File: src/rtl/uart_tx.sv
// UART transmitter: 1 start bit, DATA_BITS data bits LSB first, STOP_BITS stop bits.
// The serial line is driven straight from a flop so the pin never glitches.
module uart_tx #(
  parameter int CLKS_PER_BIT = 868,
  parameter int DATA_BITS    = 8,
  parameter int STOP_BITS    = 1
) (
  input  logic                 clock,
  input  logic                 reset,
  input  logic [DATA_BITS-1:0] data_in,
  input  logic                 data_valid,
  output logic                 data_ready,
  output logic                 tx,
  output logic                 busy
);

  localparam int BAUD_W = $clog2(CLKS_PER_BIT);
  localparam int BIT_W  = $clog2(DATA_BITS + 1);

  localparam logic [BAUD_W-1:0] BAUD_LAST = BAUD_W'(CLKS_PER_BIT - 1);
  localparam logic [BIT_W-1:0]  DATA_LAST = BIT_W'(DATA_BITS - 1);
  localparam logic [BIT_W-1:0]  STOP_LAST = BIT_W'(STOP_BITS - 1);

  localparam logic [1:0] IDLE  = 2'd0;
  localparam logic [1:0] START = 2'd1;
  localparam logic [1:0] DATA  = 2'd2;
  localparam logic [1:0] STOP  = 2'd3;

  logic [1:0]           state_q, state_d;
  logic [BAUD_W-1:0]    baud_q, baud_d;
  logic [BIT_W-1:0]     bit_q, bit_d;
  logic [DATA_BITS-1:0] shift_q, shift_d;
  logic                 tx_q, tx_d;
  logic                 bit_end;

  assign bit_end    = (baud_q == BAUD_LAST);
  assign data_ready = (state_q == IDLE);
  assign busy       = ~data_ready;
  assign tx         = tx_q;

  always_comb begin
    state_d = state_q;
    baud_d  = baud_q;
    bit_d   = bit_q;
    shift_d = shift_q;
    tx_d    = tx_q;
    // Baud counter free-runs in every non-idle state and wraps on the boundary cycle.
    if (state_q != IDLE) baud_d = bit_end ? '0 : baud_q + BAUD_W'(1);
    case (state_q)
      IDLE: begin
        tx_d = 1'b1;
        if (data_valid) begin
          state_d = START;
          tx_d    = 1'b0;
          shift_d = data_in;
          baud_d  = '0;
          bit_d   = '0;
        end
      end
      START: begin
        if (bit_end) begin
          state_d = DATA;
          tx_d    = shift_q[0];
        end
      end
      DATA: begin
        if (bit_end) begin
          if (bit_q == DATA_LAST) begin
            state_d = STOP;
            tx_d    = 1'b1;
            bit_d   = '0;
          end else begin
            shift_d = shift_q >> 1;
            tx_d    = shift_q[1];
            bit_d   = bit_q + BIT_W'(1);
          end
        end
      end
      STOP: begin
        tx_d = 1'b1;
        if (bit_end) begin
          if (bit_q == STOP_LAST) state_d = IDLE;
          else                    bit_d   = bit_q + BIT_W'(1);
        end
      end
      default: begin
        state_d = IDLE;
        tx_d    = 1'b1;
      end
    endcase
  end

  always_ff @(posedge clock or posedge reset) begin
    if (reset) begin
      state_q <= IDLE;
      baud_q  <= '0;
      bit_q   <= '0;
      shift_q <= '0;
      tx_q    <= 1'b1;
    end else begin
      state_q <= state_d;
      baud_q  <= baud_d;
      bit_q   <= bit_d;
      shift_q <= shift_d;
      tx_q    <= tx_d;
    end
  end

endmodule

File: config.mk
export PLATFORM = sky130hd
export DESIGN_NAME = uart_tx
export DESIGN_NICKNAME = d
export VERILOG_FILES = /design/src/rtl/uart_tx.sv
export SDC_FILE = /design/constraint.sdc
export NUM_CORES = 1
export LEC_CHECK = 0
export ABC_AREA = 1
export CORE_AREA = 2 2 60 62
export CTS_CLUSTER_SIZE = 10
export DETAILED_ROUTE_END_ITERATION = 10
export DIE_AREA = 0 0 62 64
export GPL_TIMING_DRIVEN = 0
export HOLD_SLACK_MARGIN = 0.03
export PLACE_DENSITY = 0.72
export SETUP_SLACK_MARGIN = 0.02
export SLEW_MARGIN = 10
export SYNTH_ARGS = -nofsm -noshare
export SYNTH_HDL_FRONTEND = slang
export SYNTH_SLANG_ARGS = --single-unit
File: constraint.sdc
create_clock -name clock -period 1.55 [get_ports clock]
set_input_delay 0.2325 -clock clock [delete_from_list [all_inputs] [get_ports clock]]
set_output_delay 0.2325 -clock clock [all_outputs]
set_load 0.01 [all_outputs]
==> results by group, run 1 <==
Layout
  – Final Non-Filler Cells: between 200 and 300
  – Final Core Density: around two thirds
  – Area delta synth->final: 31.27%
  – Fraction of layout cells with a size suffix above 1: between 30 and 40%
  – Final Instance Area: 2127 um2
  – Antenna diode count: 0
  – Filler cells: about 250
  – Nets: 255

Setup path
  – Crit path capture type: register
  – WP data arrival: about 1.7 ns
  – CP max-delay cell: dfrtp_1
  – Startpoint types: register
  – CP max FO: 6
  – Crit-path max cell delay: just under 0.4 ns
  – Crit Path Category: register to register
  – Crit path cell chain: ha_2, nand2_2, nor2_4, nand3_4, nand2_4, nand3_4, buf_8, nand2_2, o21ai_2
  – Crit path required time: between 1.5 and 2 ns

Clock tree
  – Max clock buf depth: 2
  – Clock slew at reported path FFs: ~0.15 ns
  – Htree depth: 1
  – CTS tree: yes
  – CTS Buf Count: 3
  – Worst skew pair latency: ~0.34 ns
  – CTS Hold Bufs: 0
  – CTS Root Cell: clkbuf_4
  – CTS sink count: 25

Run
  – Max Cap Viol: 0

Placed design
  – Post-DP Area: between 1500 and 2000 um2
  – Pre-CTS setup slack: -0.1902 ns
  – I/O Buffers: 13
  – GPL Wtd Cong: slightly below 0.9
  – DP HPWL: between 2000 and 2500 um
  – Placed insts: around 260

Floorplanning
  – Die height: ~64 um
  – Die Width: 62 um
  – Core outline area: about 3300 um2
  – Die ar.: 3968 um2
  – Starting Density: 49.33%
  – Num ports: 14
  – Site Rows: 21

STA
  – Final setup skew: about 0.013 ns
  – Hold Violations, Final: 0
  – Final setup vio count: 0
  – Max_slew headroom: approximately a third
  – Final period util: between 90 and 100%
  – Post-layout min period: between 1.5 and 2 ns
  – Slew Limit Fails: 0
  – Worst setup margin: 0.04301 ns
  – RSZ-0062 raised after global routing: true
  – Actual slew at the worst max-slew pin: approximately 0.97 ns
  – Fmax: ~660 MHz

Yosys
  – FF+latch count, synth: 25
  – Leading area contributor after synthesis: dfrtp_1
  – Yosys top cell area share: between 30% and 40%
  – Combined area of all synthesized cells: 1620 um2
  – Synthesized area per cell: 8.021 um2
  – Yosys cell types: 30
  – Sequential element share of the synthesized area: between 30% and 40%
  – Post-Syn Instances: 202
  – Syn Nets: 221
  – Largest cells by area after synthesis: dfrtp_1 37%, nand2_1 12%, ha_1 6.2%
  – Syn. warnings: 0

Route
  – Residual DRC: 0
  – Via-to-Cell Ratio: slightly above 5
  – Vias: between 1000 and 1500
  – WL final: 3609 um
  – Iteration count of the initial detailed-routing pass: 4
  – Post-DRT Antenna Nets: 0
  – DR WL/cell: around 13 um
  – Iteration-0 DRC count of the detailed router: between 100 and 150

Outcome
  – Status: complete, no violations

GRT
  – GR Overflow Total: 0
  – Largest net degree at the start of global routing: 26
  – Initial antenna violation count: 0
  – First-pass GRT wire length: between 5000 and 6000 um
  – All-Layer GR Usage: 20.01%
  – Number of global-route vias before repair: between 1000 and 1500

Worst hold path
  – Min-Delay Path Class: primary input to asynchronous set/reset pin

Power
  – Power density cells: 1811 nW/um2
  – Leakage: ~0.95 nW
  – Max rail drop VDD: 1.375 mV
## worst max-delay path, delay by kind of cell, from the launching register on
kind | cells | cell delay (ns)
AND/OR/NAND/NOR | 6 | 0.60
flip-flops | 1 | 0.39
adder cells (fa/ha/maj) | 1 | 0.20
buffers and inverters | 1 | 0.17
AO/OA/AOI/OAI | 1 | 0.04
## cell usage after synthesis
| library cell | count |
|---|---|
| o21ai_0 | 10 |
| nand2_2 | 4 |
| a21boi_0 | 2 |
| xor2_1 | 2 |
| a21oi_1 | 7 |
| o21ai_2 | 9 |
| o22ai_1 | 1 |
| nand4_1 | 7 |
| nor2_1 | 8 |
| dfstp_2 | 1 |
| nand2_1 | 51 |
| buf_6 | 1 |
| inv_1 | 23 |
| a31oi_1 | 1 |
| nor2_2 | 1 |
| nor3b_1 | 1 |
| or2_2 | 2 |
| o21ai_1 | 1 |
| nand3b_1 | 1 |
| mux2i_1 | 6 |
| buf_2 | 2 |
| ha_1 | 8 |
| nor2_4 | 2 |
| nand3_1 | 18 |
| dfrtp_1 | 24 |
| buf_4 | 1 |
| inv_2 | 1 |
| nor3_1 | 4 |
| nand3_4 | 2 |
| xnor2_1 | 1 |
## cell families after synthesis
family / after synthesis / synth area share [%]
buf+inv: 28 / 7.336
xor+xnor: 3 / 1.622
compound gates: 31 / 12.12
simple gates: 101 / 30.35
mux: 6 / 3.707
flops: 25 / 38.69
fa+ha+maj: 8 / 6.178
## path summary, 6_finish.rpt
| kind | startpoint | endpoint | slack [ns] | depth (start not counted) |
|---|---|---|---|---|
| min in group clock | data_in[7] | shift_q[7]$_DFFE_PP0P_ | 0.45 | 3 |
| min reg2reg | shift_q[5]$_DFFE_PP0P_ | shift_q[5]$_DFFE_PP0P_ | 0.50 | 2 |
| max | baud_q[0]$_DFF_PP0_ | shift_q[0]$_DFFE_PP0P_ | 0.04 | 9 |
| max reg2reg | baud_q[0]$_DFF_PP0_ | shift_q[0]$_DFFE_PP0P_ | 0.04 | 9 |
| min | reset | baud_q[9]$_DFF_PP0_ | 0.40 | 2 |
| max in group asynchronous | reset | bit_q[0]$_DFFE_PP0P_ | 0.55 | 2 |
## report_power, final
| group | internal [W] | switching, W | leakage, nW |
|---|---|---|---|
| Combinational | 0.00118 | 0.00133 | 0.608 |
| Clock | 0.000101 | 0.000212 | 0.0150 |
| Sequential | 0.000877 | 0.000153 | 0.323 |
## registers in the layout (all words and copies together) (netlist names)
register / flops
state_q: 2
bit_q: 4
baud_q: 10
tx: 1
shift_q: 8
## routing by layer
metal | track usage [%] | share of wire [%]
met3 | 3.036 | 2.8
met1 | 26.35 | 44
met5 | 0 | 0
met2 | 32.68 | 51
met4 | 6.649 | 2.4
## timing repair
item / in CTS / in global routing
setup endpoints to repair: 27 / 22
setup buffers: 9 / 6
cloned: 1 / 0
pin swaps: 7 / 12
resized for setup: 28 / 31
## placed cells by master, fill, tap and decap left out, drive strengths merged, types with 4 or more instances in the layout
cell           synthesis  final
a21oi                  7      7
dfrtp                 24     24
nor3                   4      4
clkdlybuf4s50          0     10
buf                    4     21
nand3                 20     20
nand4                  7      7
o21ai                 20     20
clkbuf                 0      5
ha                     8      8
inv                   24     24
nor2                  11     11
mux2i                  6      6
nand2                 55     55
## area by class of cell
type	count	area (um2)	area share [%]
Inverter	24	95.09	4.471
Tap cell	46	57.56	2.706
Sequential cell	25	626.9	29.47
Timing Repair Buffer	29	270.3	12.71
Clock buffer	4	26.28	1.235
Buffer	4	38.79	1.824
Multi-Input combinational cell	149	1012	47.59
## per-stage QoR
stage                     hold WS (ns)  total power [W]  setup TNS [ns]
final                           0.3971         0.003852               0
after floorplan                 0.2591         0.002351               0
after global placement          0.4657         0.002735          -1.743
after global routing            0.4874         0.004164         -0.4025
after detailed placement        0.4722         0.002745          -1.926
after CTS                       0.4430         0.003503               0
(Power assumes the default switching activity.)
==> run 2: changes to the inputs <==
GPL_TIMING_DRIVEN = default   (was 0)
==> run 2 against run 1 <==
Via count up 4.5%; sequential share of layout area down 1.2 points; setup slack better by 0.00081 ns; critical path depth down 2; sequential cell count unchanged; first-iteration DRC count down 25%; utilization up 2.7 points; fmax about the same; routed wire length up 5.1%; critical endpoint is now state_q[1]$_DFFE_PP0P_; largest power group unchanged.
==> results by group, run 2 (synthesis gave the netlist of run 1 again) <==
Clock tree
  – Clock slew at reported path FFs: 0.15 ns (about the same)
  – CTS Root Cell: clkbuf_4
  – CTS sink count: 25 (unchanged)
  – Worst skew pair latency: 0.33 ns (about the same)
  – Max clock buf depth: 2 (unchanged)
  – Htree depth: 1 (unchanged)
  – CTS Buf Count: 3 (unchanged)
  – CTS Hold Bufs: 0 (unchanged)
  – CTS tree: yes

Floorplanning
  – Num ports: 14 (unchanged)
  – Starting Density: 49.33% (unchanged)
  – Die Width: 62 um (unchanged)
  – Site Rows: 21 (unchanged)
  – Die ar.: 3968 um2 (unchanged)
  – Core outline area: 3284 um2 (unchanged)
  – Die height: 64 um (unchanged)

Route
  – Vias: 1520 (+4.5%)
  – Residual DRC: 0 (unchanged)
  – Post-DRT Antenna Nets: 0 (unchanged)
  – DR WL/cell: 12.86 um (+0.14%)
  – Iteration count of the initial detailed-routing pass: 7 (+3)
  – Iteration-0 DRC count of the detailed router: 79 (-25%)
  – WL final: 3794 um (+5.1%)
  – Via-to-Cell Ratio: 5.153 (-0.49%)

Setup path
  – CP max FO: 4 (-2)
  – Crit. Startpoint: state_q[0]$_DFFE_PP0P_
  – Setup crit end: state_q[1]$_DFFE_PP0P_
  – FF-to-FF Start: state_q[0]$_DFFE_PP0P_
  – Worst reg-to-reg setup slack: 0.04 ns (about the same)
  – Startpoint types: register
  – Reg2Reg Depth: 7 (-2)
  – Crit Path Category: register to register
  – WP data arrival: 1.75 ns (about the same)
  – Crit path required time: 1.79 ns (about the same)
  – Crit path capture type: register
  – Reg2reg end: state_q[1]$_DFFE_PP0P_

Power
  – Pint: 0.002276 W (+5.6%)
  – Flop pwr share: 25.5% (-1.2 points)
  – Leakage: 1.017 nW (+7.5%)
  – Power density cells: 1816 nW/um2 (+0.26%)
  – Net Sw Frac: 43.43% (-0.61 points)
  – Gate power share: 66.8% (+1.7 points)
  – Max rail drop VDD: 1.345 mV (-2.2%)
  – P_sw: 0.001747 W (+3.0%)
  – Clock share of power: 7.7% (-0.4 points)

Layout
  – Fraction of layout cells with a size suffix above 1: 34.94% (+2.6 points)
  – Regs by FF count: baud_q: 10 flops, shift_q: 8 flops, bit_q: 4 flops
  – Multi-input gate area: 997.2 um2 (-1.5%)
  – Filler cells: 271 (+6.7%)
  – Antenna diode count: 0 (unchanged)
  – Area delta synth->final: 36.76%
  – Most common cell after layout, fill and taps aside: nand2_1
  – Flip-flop and latch area: 626.9 um2 (unchanged)
  – Max FFs per register: 10 (unchanged)
  – Final Non-Filler Cells: 295 (+5.0%)
  – Nets: 269 (+5.5%)
  – Most frequent cells in the layout: 42 x nand2_1, 28 x buf_4, 24 x dfrtp_1
  – Reg with most FFs: baud_q

STA
  – Slew Limit Fails: 0 (unchanged)
  – Actual slew at the worst max-slew pin: 0.3390 ns (-0.6344 ns)
  – Fmax: 663.9 MHz (about the same)
  – RSZ-0062 raised after global routing: true
  – Final setup skew: 0.01028 ns (-0.003115 ns)
  – Hold Violations, Final: 0 (unchanged)
  – Post-layout min period: 1.506 ns (-0.0008092 ns)
  – Max_slew headroom: 77.40% (+42 points)
  – Final setup vio count: 0 (unchanged)
  – Hold_ws: 0.2648 ns (-0.1324 ns)
  – Final period util: 97.17% (about the same)

GRT
  – Number of global-route vias before repair: 1501 (+11%)
  – First-pass GRT wire length: 6341 um (+6.1%)
  – All-Layer GR Usage: 21.10% (+1.1 points)
  – Largest net degree at the start of global routing: 26 (unchanged)
  – GR Overflow Total: 0 (unchanged)
  – Initial antenna violation count: 0 (unchanged)

Worst hold path
  – Min-Delay Path Class: primary input to asynchronous set/reset pin

Placed design
  – DP HPWL: 2697 um (+16%)
  – GPL Wtd Cong: 0.8630 (-2.5%)
  – I/O Buffers: 13 (unchanged)
  – Placed insts: 281 (+7.7%)

Run
  – Max Cap Viol: 0 (unchanged)

Outcome
  – Status: complete, no violations
-- run 2: changes by cell type in the layout (fill, tap and decap cells not counted), moves of 2 or more --
cell,before,now
buf_4,13,28
nand2_2,14,11
o21ai_1,4,0
nand2_1,39,42
buf_6,4,6
o21ai_2,8,10
o21ai_0,6,9
buf_2,2,0
-- run 2: worst min path at each step --
stage                     slack (ns)  cells past startpoint                   start                     end
final                           0.26                      3                   reset  state_q[1]$_DFFE_PP0P_
after global routing            0.31                      3                   reset  shift_q[4]$_DFFE_PP0P_
after global placement          0.47                      2  shift_q[4]$_DFFE_PP0P_  shift_q[4]$_DFFE_PP0P_
after floorplan                 0.26                      1                   reset     baud_q[0]$_DFF_PP0_
after CTS                       0.26                      3                   reset  shift_q[3]$_DFFE_PP0P_
after detailed placement        0.48                      2  shift_q[2]$_DFFE_PP0P_  shift_q[2]$_DFFE_PP0P_
-- run 2: cell type report --
| type | count | share of cell area, % |
|---|---|---|
| inverter | 24 | 4.291 |
| clock inverter | 1 | 0.2259 |
| timing repair buffer | 47 | 18.58 |
| clock buffer | 3 | 1.016 |
| sequential | 25 | 28.29 |
| multi-input combinational | 149 | 45.00 |
| tap | 46 | 2.597 |
-- run 2: worst max-delay path, cell delays in order (launching register included) --
cell	delay [ns]
dfrtp_1	0.44
buf_4	0.18
ha_4	0.17
or2_4	0.26
o21ai_4	0.18
nand2_2	0.08
nand2_1	0.07
nand2_1	0.05
-- run 2: timing repair --
action / 4_1_cts / 5_1_grt
setup endpoints to repair: 17 / 18
resized for setup: 15 / 36
buffers inserted: 4 / 6
pin swaps: 1 / 7
-- run 2: power by group through the flow --
stage / logic, W / clock network, W / registers, W
global placement: 0.00202 / 0 / 0.00102
finish: 0.00269 / 0.000309 / 0.00103
CTS: 0.00228 / 0.000312 / 0.00101
detailed placement: 0.00205 / 0 / 0.00102
floorplan: 0.00132 / 0 / 0.00103
global route: 0.00295 / 0.000349 / 0.00105
-- run 2: routing by layer --
| metal | part of all wire [%] | track usage (%) | up-vias |
|---|---|---|---|
| met5 | 0 | 0 | - |
| met4 | 1.4 | 6.915 | 0 |
| met1 | 44 | 25.84 | 716 |
| met2 | 50 | 36.46 | 35 |
| met3 | 3.9 | 3.239 | 6 |
| li1 | - | - | 763 |
-- run 2: stage by stage --
step | area, um2 | total power, W | utilization (%) | TNS, ns | worst slack, ns
after floorplan | 1623 | 0.002351 | - | 0 | 0.02616
after global placement | 1962 | 0.003036 | 59.73 | -0.01041 | -0.01008
after detailed placement | 1962 | 0.003075 | 59.73 | -0.3078 | -0.06859
after CTS | 2058 | 0.003602 | 62.67 | 0 | 0.01709
after global routing | 2216 | 0.004349 | 67.47 | -0.05117 | -0.03608
final | 2216 | 0.004024 | 67.47 | 0 | 0.04382
==> variant 1, RTL diff (config.mk and constraints of run 2) <==
Reset style: synchronous (`reset`), changed in one clocked block.
--- a/src/rtl/uart_tx.sv
+++ b/src/rtl/uart_tx.sv
@@ -90,7 +90,7 @@
     endcase
   end
 
-  always_ff @(posedge clock or posedge reset) begin
+  always_ff @(posedge clock) begin
     if (reset) begin
       state_q <= IDLE;
       baud_q  <= '0;
Behaviour: differs if reset is asserted again (counterexample within 4 cycles, from zero or initial values and one cycle with reset high); with reset held inactive, the same outputs for 10 cycles.
==> variant 1 against run 2 <==
Cell area shrank 9.0%; total power down 22%; first-iteration DRC count is 1.3% lower; sequential cell count stayed put; setup slack improved by 0.040 ns; global-route usage fell by 1.7 points; register-to-register slack better by 0.05 ns; non-clock buffer count decreased by 13; routed wire length down 1.6%; sequential power decreased by 9%; synthesized area down 5.3%.
==> variant 1: results (changes against run 2) <==
| Metric | Value |
|---|---|
| Vias in the first global route | `1388 (was 1501)` |
| Clock-pin slew on the worst setup and hold paths | `0.15 ns (about the same)` |
| Critical R2R Launch | `state_q[1] (was state_q[0])` |
| Cts repair resizes | `7 (was 15)` |
| GR Util All Layers | `19.38% (was 21.10%)` |
| Ranking of synthesized cells by area | `dfxtp_1 33%, nand2_1 16%, a21oi_1 7.8% (was dfrtp_1 37%, nand2_1 12%, ha_1 6.2%)` |
| Post-Place Worst Slack | `-0.06349 ns (was -0.06859 ns)` |
| Slew @ Worst Pin | `0.3480 ns (was 0.3390 ns)` |
| CP max-delay cell | `clkdlybuf4s50_1 (was dfrtp_1)` |
| FF-to-FF End | `tx (was state_q[1])` |
| Part of the Yosys area used for sequential elements | `32.60% (was 38.69%)` |
| Postcts setup bufs | `0 (was 4)` |
| Post-synthesis xor/xnor area fraction | `1.141% (was 1.622%)` |
| Top delay family on crit path | `buffers and inverters (was simple AND/OR/NAND/NOR gates)` |
| Leak pwr | `0.0008208 uW (was 0.001017 uW)` |
| Arrival time worst endpoint | `1.23 ns (was 1.75 ns)` |
| Crit path max fanout | `2 (was 4)` |
| 1st-pass router iterations | `6 (was 7)` |
| Layout cell share with drive strength beyond 1 | `26.17% (was 34.94%)` |
| DR vias/cell | `5.169 (was 5.153)` |
| FF-to-FF path depth | `9 (was 7)` |
| Post-synthesis mux area share | `0% (was 3.707%)` |
| First-pass GRT wire length | `6009 um (was 6341 um)` |
| Hold Path Class | `reg2reg (was in2async)` |
| CP Capture Point | `tx (was state_q[1])` |
| Main flop type after synthesis | `dfxtp_1 (was dfrtp_1)` |
| NumNets Final | `276 (was 269)` |
| Worst Setup SP | `tx (was state_q[0])` |
| H-tree depth | `1 (unchanged)` |
| Final WS setup | `0.08421 ns (was 0.04382 ns)` |
| Async set-or-reset flop fraction in the synthesized netlist | `0% (was 100.0%)` |
| Initial DRC count | `78 (was 79)` |
| Setup Skew | `0.002752 ns (was 0.01028 ns)` |
| Hpwl dp | `2527 um (was 2697 um)` |
| Routed Wire Length | `3732 um (was 3794 um)` |
| Unique masters post-synth | `32 (was 30)` |
| Largest net degree at the start of global routing | `18 (was 26)` |
| Status | `complete, no violations (unchanged)` |
| Syn_nets | `242 (was 221)` |
| Top cells by count, synth | `66 x nand2_1, 25 x dfxtp_1, 24 x a21oi_1 (was 51 x nand2_1, 24 x dfrtp_1, 23 x inv_1)` |
| Worst R2R Setup Slack | `0.09 ns (was 0.04 ns)` |
| Largest stage delay on the critical path | `0.54 ns (was 0.44 ns)` |
| Synth Area in Compound Gates | `13.12% (was 12.12%)` |
| Adder-cell share of the synthesized area | `6.520% (was 6.178%)` |
| GPL Wtd Cong | `0.8283 (was 0.8630)` |
| VDD IR-drop max | `0.8059 mV (was 1.345 mV)` |
==> variant 1: changes by cell type in the layout (fill, tap and decap cells not counted), sizes merged, moves of 5 or more <==
cell / run 2 / this run
buf: 35 / 21
a21oi: 7 / 24
dfxtp: 0 / 25
mux2i: 6 / 0
nand2: 55 / 69
o21ai: 20 / 9
dfrtp: 24 / 0
nand4: 7 / 12
==> variant 1: report_power, final <==
group	switching, uW	internal [uW]	total, uW	leakage [uW]
Combinational	1070	818	1890	0.000599
Clock	210	101	311	0.0000150
Sequential	119	814	933	0.000206
==> variant 1: layer usage <==
metal / vias to the layer above / wire [um] / global-route usage, % / part of all wire [%]
li1: 814 / - / - / -
met1: 716 / 1819 / 27.47 / 49
met2: 29 / 1767 / 30.60 / 47
met3: 2 / 117 / 1.822 / 3.1
met4: 0 / 27 / 5.585 / 0.72
met5: - / 0 / 0 / 0
==> variant 1: worst min-delay path by stage <==
stage            endpoint  slack (ns)
3_3_place_gp   shift_q[0]        0.44
6_report       shift_q[0]        0.47
2_1_floorplan  shift_q[7]        0.41
3_5_place_dp   shift_q[0]        0.44
5_1_grt        shift_q[0]        0.49
4_1_cts        shift_q[0]        0.46
==> variant 1: per-stage QoR <==
stage,TNS [ns],area (sq um),cells
after floorplan,0,1538,223
after global placement,-0.03842,1817,293
after detailed placement,-0.2851,1817,293
after CTS,-0.02057,1857,297
after global routing,0,2017,302
final,0,2017,302
==> variant 1: worst min-delay path, cell delays in order, from the launching register on <==
cell     delay (ns)
dfxtp_1        0.35
inv_1          0.05
a21oi_1        0.05
==> variant 1: final cells by class <==
cell class / count / area, sq um
timing repair buffer: 34 / 285.3
fill: 301 / 1267
clock buffer: 4 / 26.28
multi-input combinational: 171 / 1055
tap: 46 / 57.56
inverter: 22 / 83.83
sequential: 25 / 509.2
==> variant 2, RTL diff (config.mk and constraints of run 2) <==
Without the edit above. Change the parameter `CLKS_PER_BIT` from 868 to 1736.
--- a/src/rtl/uart_tx.sv
+++ b/src/rtl/uart_tx.sv
@@ -1,7 +1,7 @@
 // UART transmitter: 1 start bit, DATA_BITS data bits LSB first, STOP_BITS stop bits.
 // The serial line is driven straight from a flop so the pin never glitches.
 module uart_tx #(
-  parameter int CLKS_PER_BIT = 868,
+  parameter int CLKS_PER_BIT = 1736,
   parameter int DATA_BITS    = 8,
   parameter int STOP_BITS    = 1
 ) (
Formal check against the unedited RTL: same outputs for any inputs over 10 cycles, from zero or initial values and one cycle with reset high; that may be too few to reach the edited logic, so the function may still have changed.
==> variant 2 against run 2 <==
Non-clock buffer count is 12 lower; routed wire length fell by 2.3%; fmax grew 1.1%; sequential cell count grew 1; cell area is 4.4% lower; synthesized area is 1.9% higher; total power decreased by 9.6%; setup slack improved by 0.016 ns; largest cell class unchanged.
==> variant 2: results (changes against run 2) <==
| Metric | Value |
|---|---|
| VDD IR-drop max | `1.129 mV (was 1.345 mV)` |
| Met3 Resource Use GR | `2.632% (was 3.239%)` |
| Setup Skew | `0.006981 ns (was 0.01028 ns)` |
| FFs & Latches | `26 (was 25)` |
| 1st-pass router iterations | `4 (was 7)` |
| Final cell count without fillers | `287 (was 295)` |
| Syn_nets | `224 (was 221)` |
| FF+latch area | `653.1 sq um (was 626.9 sq um)` |
| Largest net degree at the start of global routing | `27 (was 26)` |
| Initial DRC count | `55 (was 79)` |
| Non-clock buffer count | `35 (was 47)` |
| Layout cell share with drive strength beyond 1 | `27.80% (was 34.94%)` |
| FF-to-FF End | `bit_q[0] (was state_q[1])` |
| Leak pwr | `0.0009757 uW (was 0.001017 uW)` |
| Average wire per standard cell | `12.91 um (was 12.86 um)` |
| Crit path max fanout | `3 (was 4)` |
| Placed cell count | `275 (was 281)` |
| Cts repair resizes | `19 (was 15)` |
| Buffer share of cell area | `14.29% (was 18.58%)` |
| Arrival time worst endpoint | `1.26 ns (was 1.75 ns)` |
| Met2 usage | `35.94% (was 36.46%)` |
| Syn Area/Cell | `8.050 sq um (was 8.021 sq um)` |
| M1 WL | `1590 um (was 1680 um)` |
| Metal2 WL | `1918 um (was 1914 um)` |
| Worst hold slack | `0.2327 ns (was 0.2648 ns)` |
| Filler cell count | `277 (was 271)` |
| Largest regs | `baud_q (11), shift_q (8), bit_q (4) (was baud_q (10), shift_q (8), bit_q (4))` |
| GR Layer Usage met1 | `26.20% (was 25.84%)` |
| Multi-input logic area | `993.5 sq um (was 997.2 sq um)` |
| NumNets Final | `261 (was 269)` |
| FF-to-FF path depth | `8 (was 7)` |
| DR vias/cell | `5.237 (was 5.153)` |
| Slew margin rel. | `72.33% (was 77.40%)` |
| Clock buffer count | `4 (was 3)` |
| Top cells by count, synth | `60 x nand2_1, 25 x dfrtp_1, 20 x nand3_1 (was 51 x nand2_1, 24 x dfrtp_1, 23 x inv_1)` |
| GR Util All Layers | `21.16% (was 21.10%)` |
| Clock tree cell share of total cell area | `1.240% (was 1.242%)` |
| Met3 WL | `110 um (was 147 um)` |
| Status | `complete, no violations (unchanged)` |
variant 2: where the power goes:
part	total [uW]	internal, uW	leakage [uW]	switching [uW]
clock	322	101	0.0000150	220
sequential	1070	903	0.000337	164
combinational	2250	1020	0.000624	1230
variant 2: stage by stage:
stage / utilization, % / TNS [ns] / worst slack (ns)
2_1_floorplan: - / 0 / 0.02656
3_3_place_gp: 58.67 / 0 / 0.004772
3_5_place_dp: 58.67 / -0.01916 / -0.01916
4_1_cts: 61.30 / 0 / 0.02425
5_1_grt: 64.50 / -0.002848 / -0.002848
6_report: 64.50 / 0 / 0.06001
variant 2: cell families (layout without fill, tap and decap cells):
logic type / count (synthesis) / after routing / synth area share (%)
AND/OR/NAND/NOR: 108 / 109 / 31.31
buffers and inverters: 26 / 61 / 6.747
adder cells (fa/ha/maj): 8 / 8 / 6.065
AO/OA/AOI/OAI: 28 / 28 / 11.14
XOR/XNOR: 3 / 3 / 1.592
flip-flops: 26 / 26 / 39.50
multiplexers: 6 / 6 / 3.639
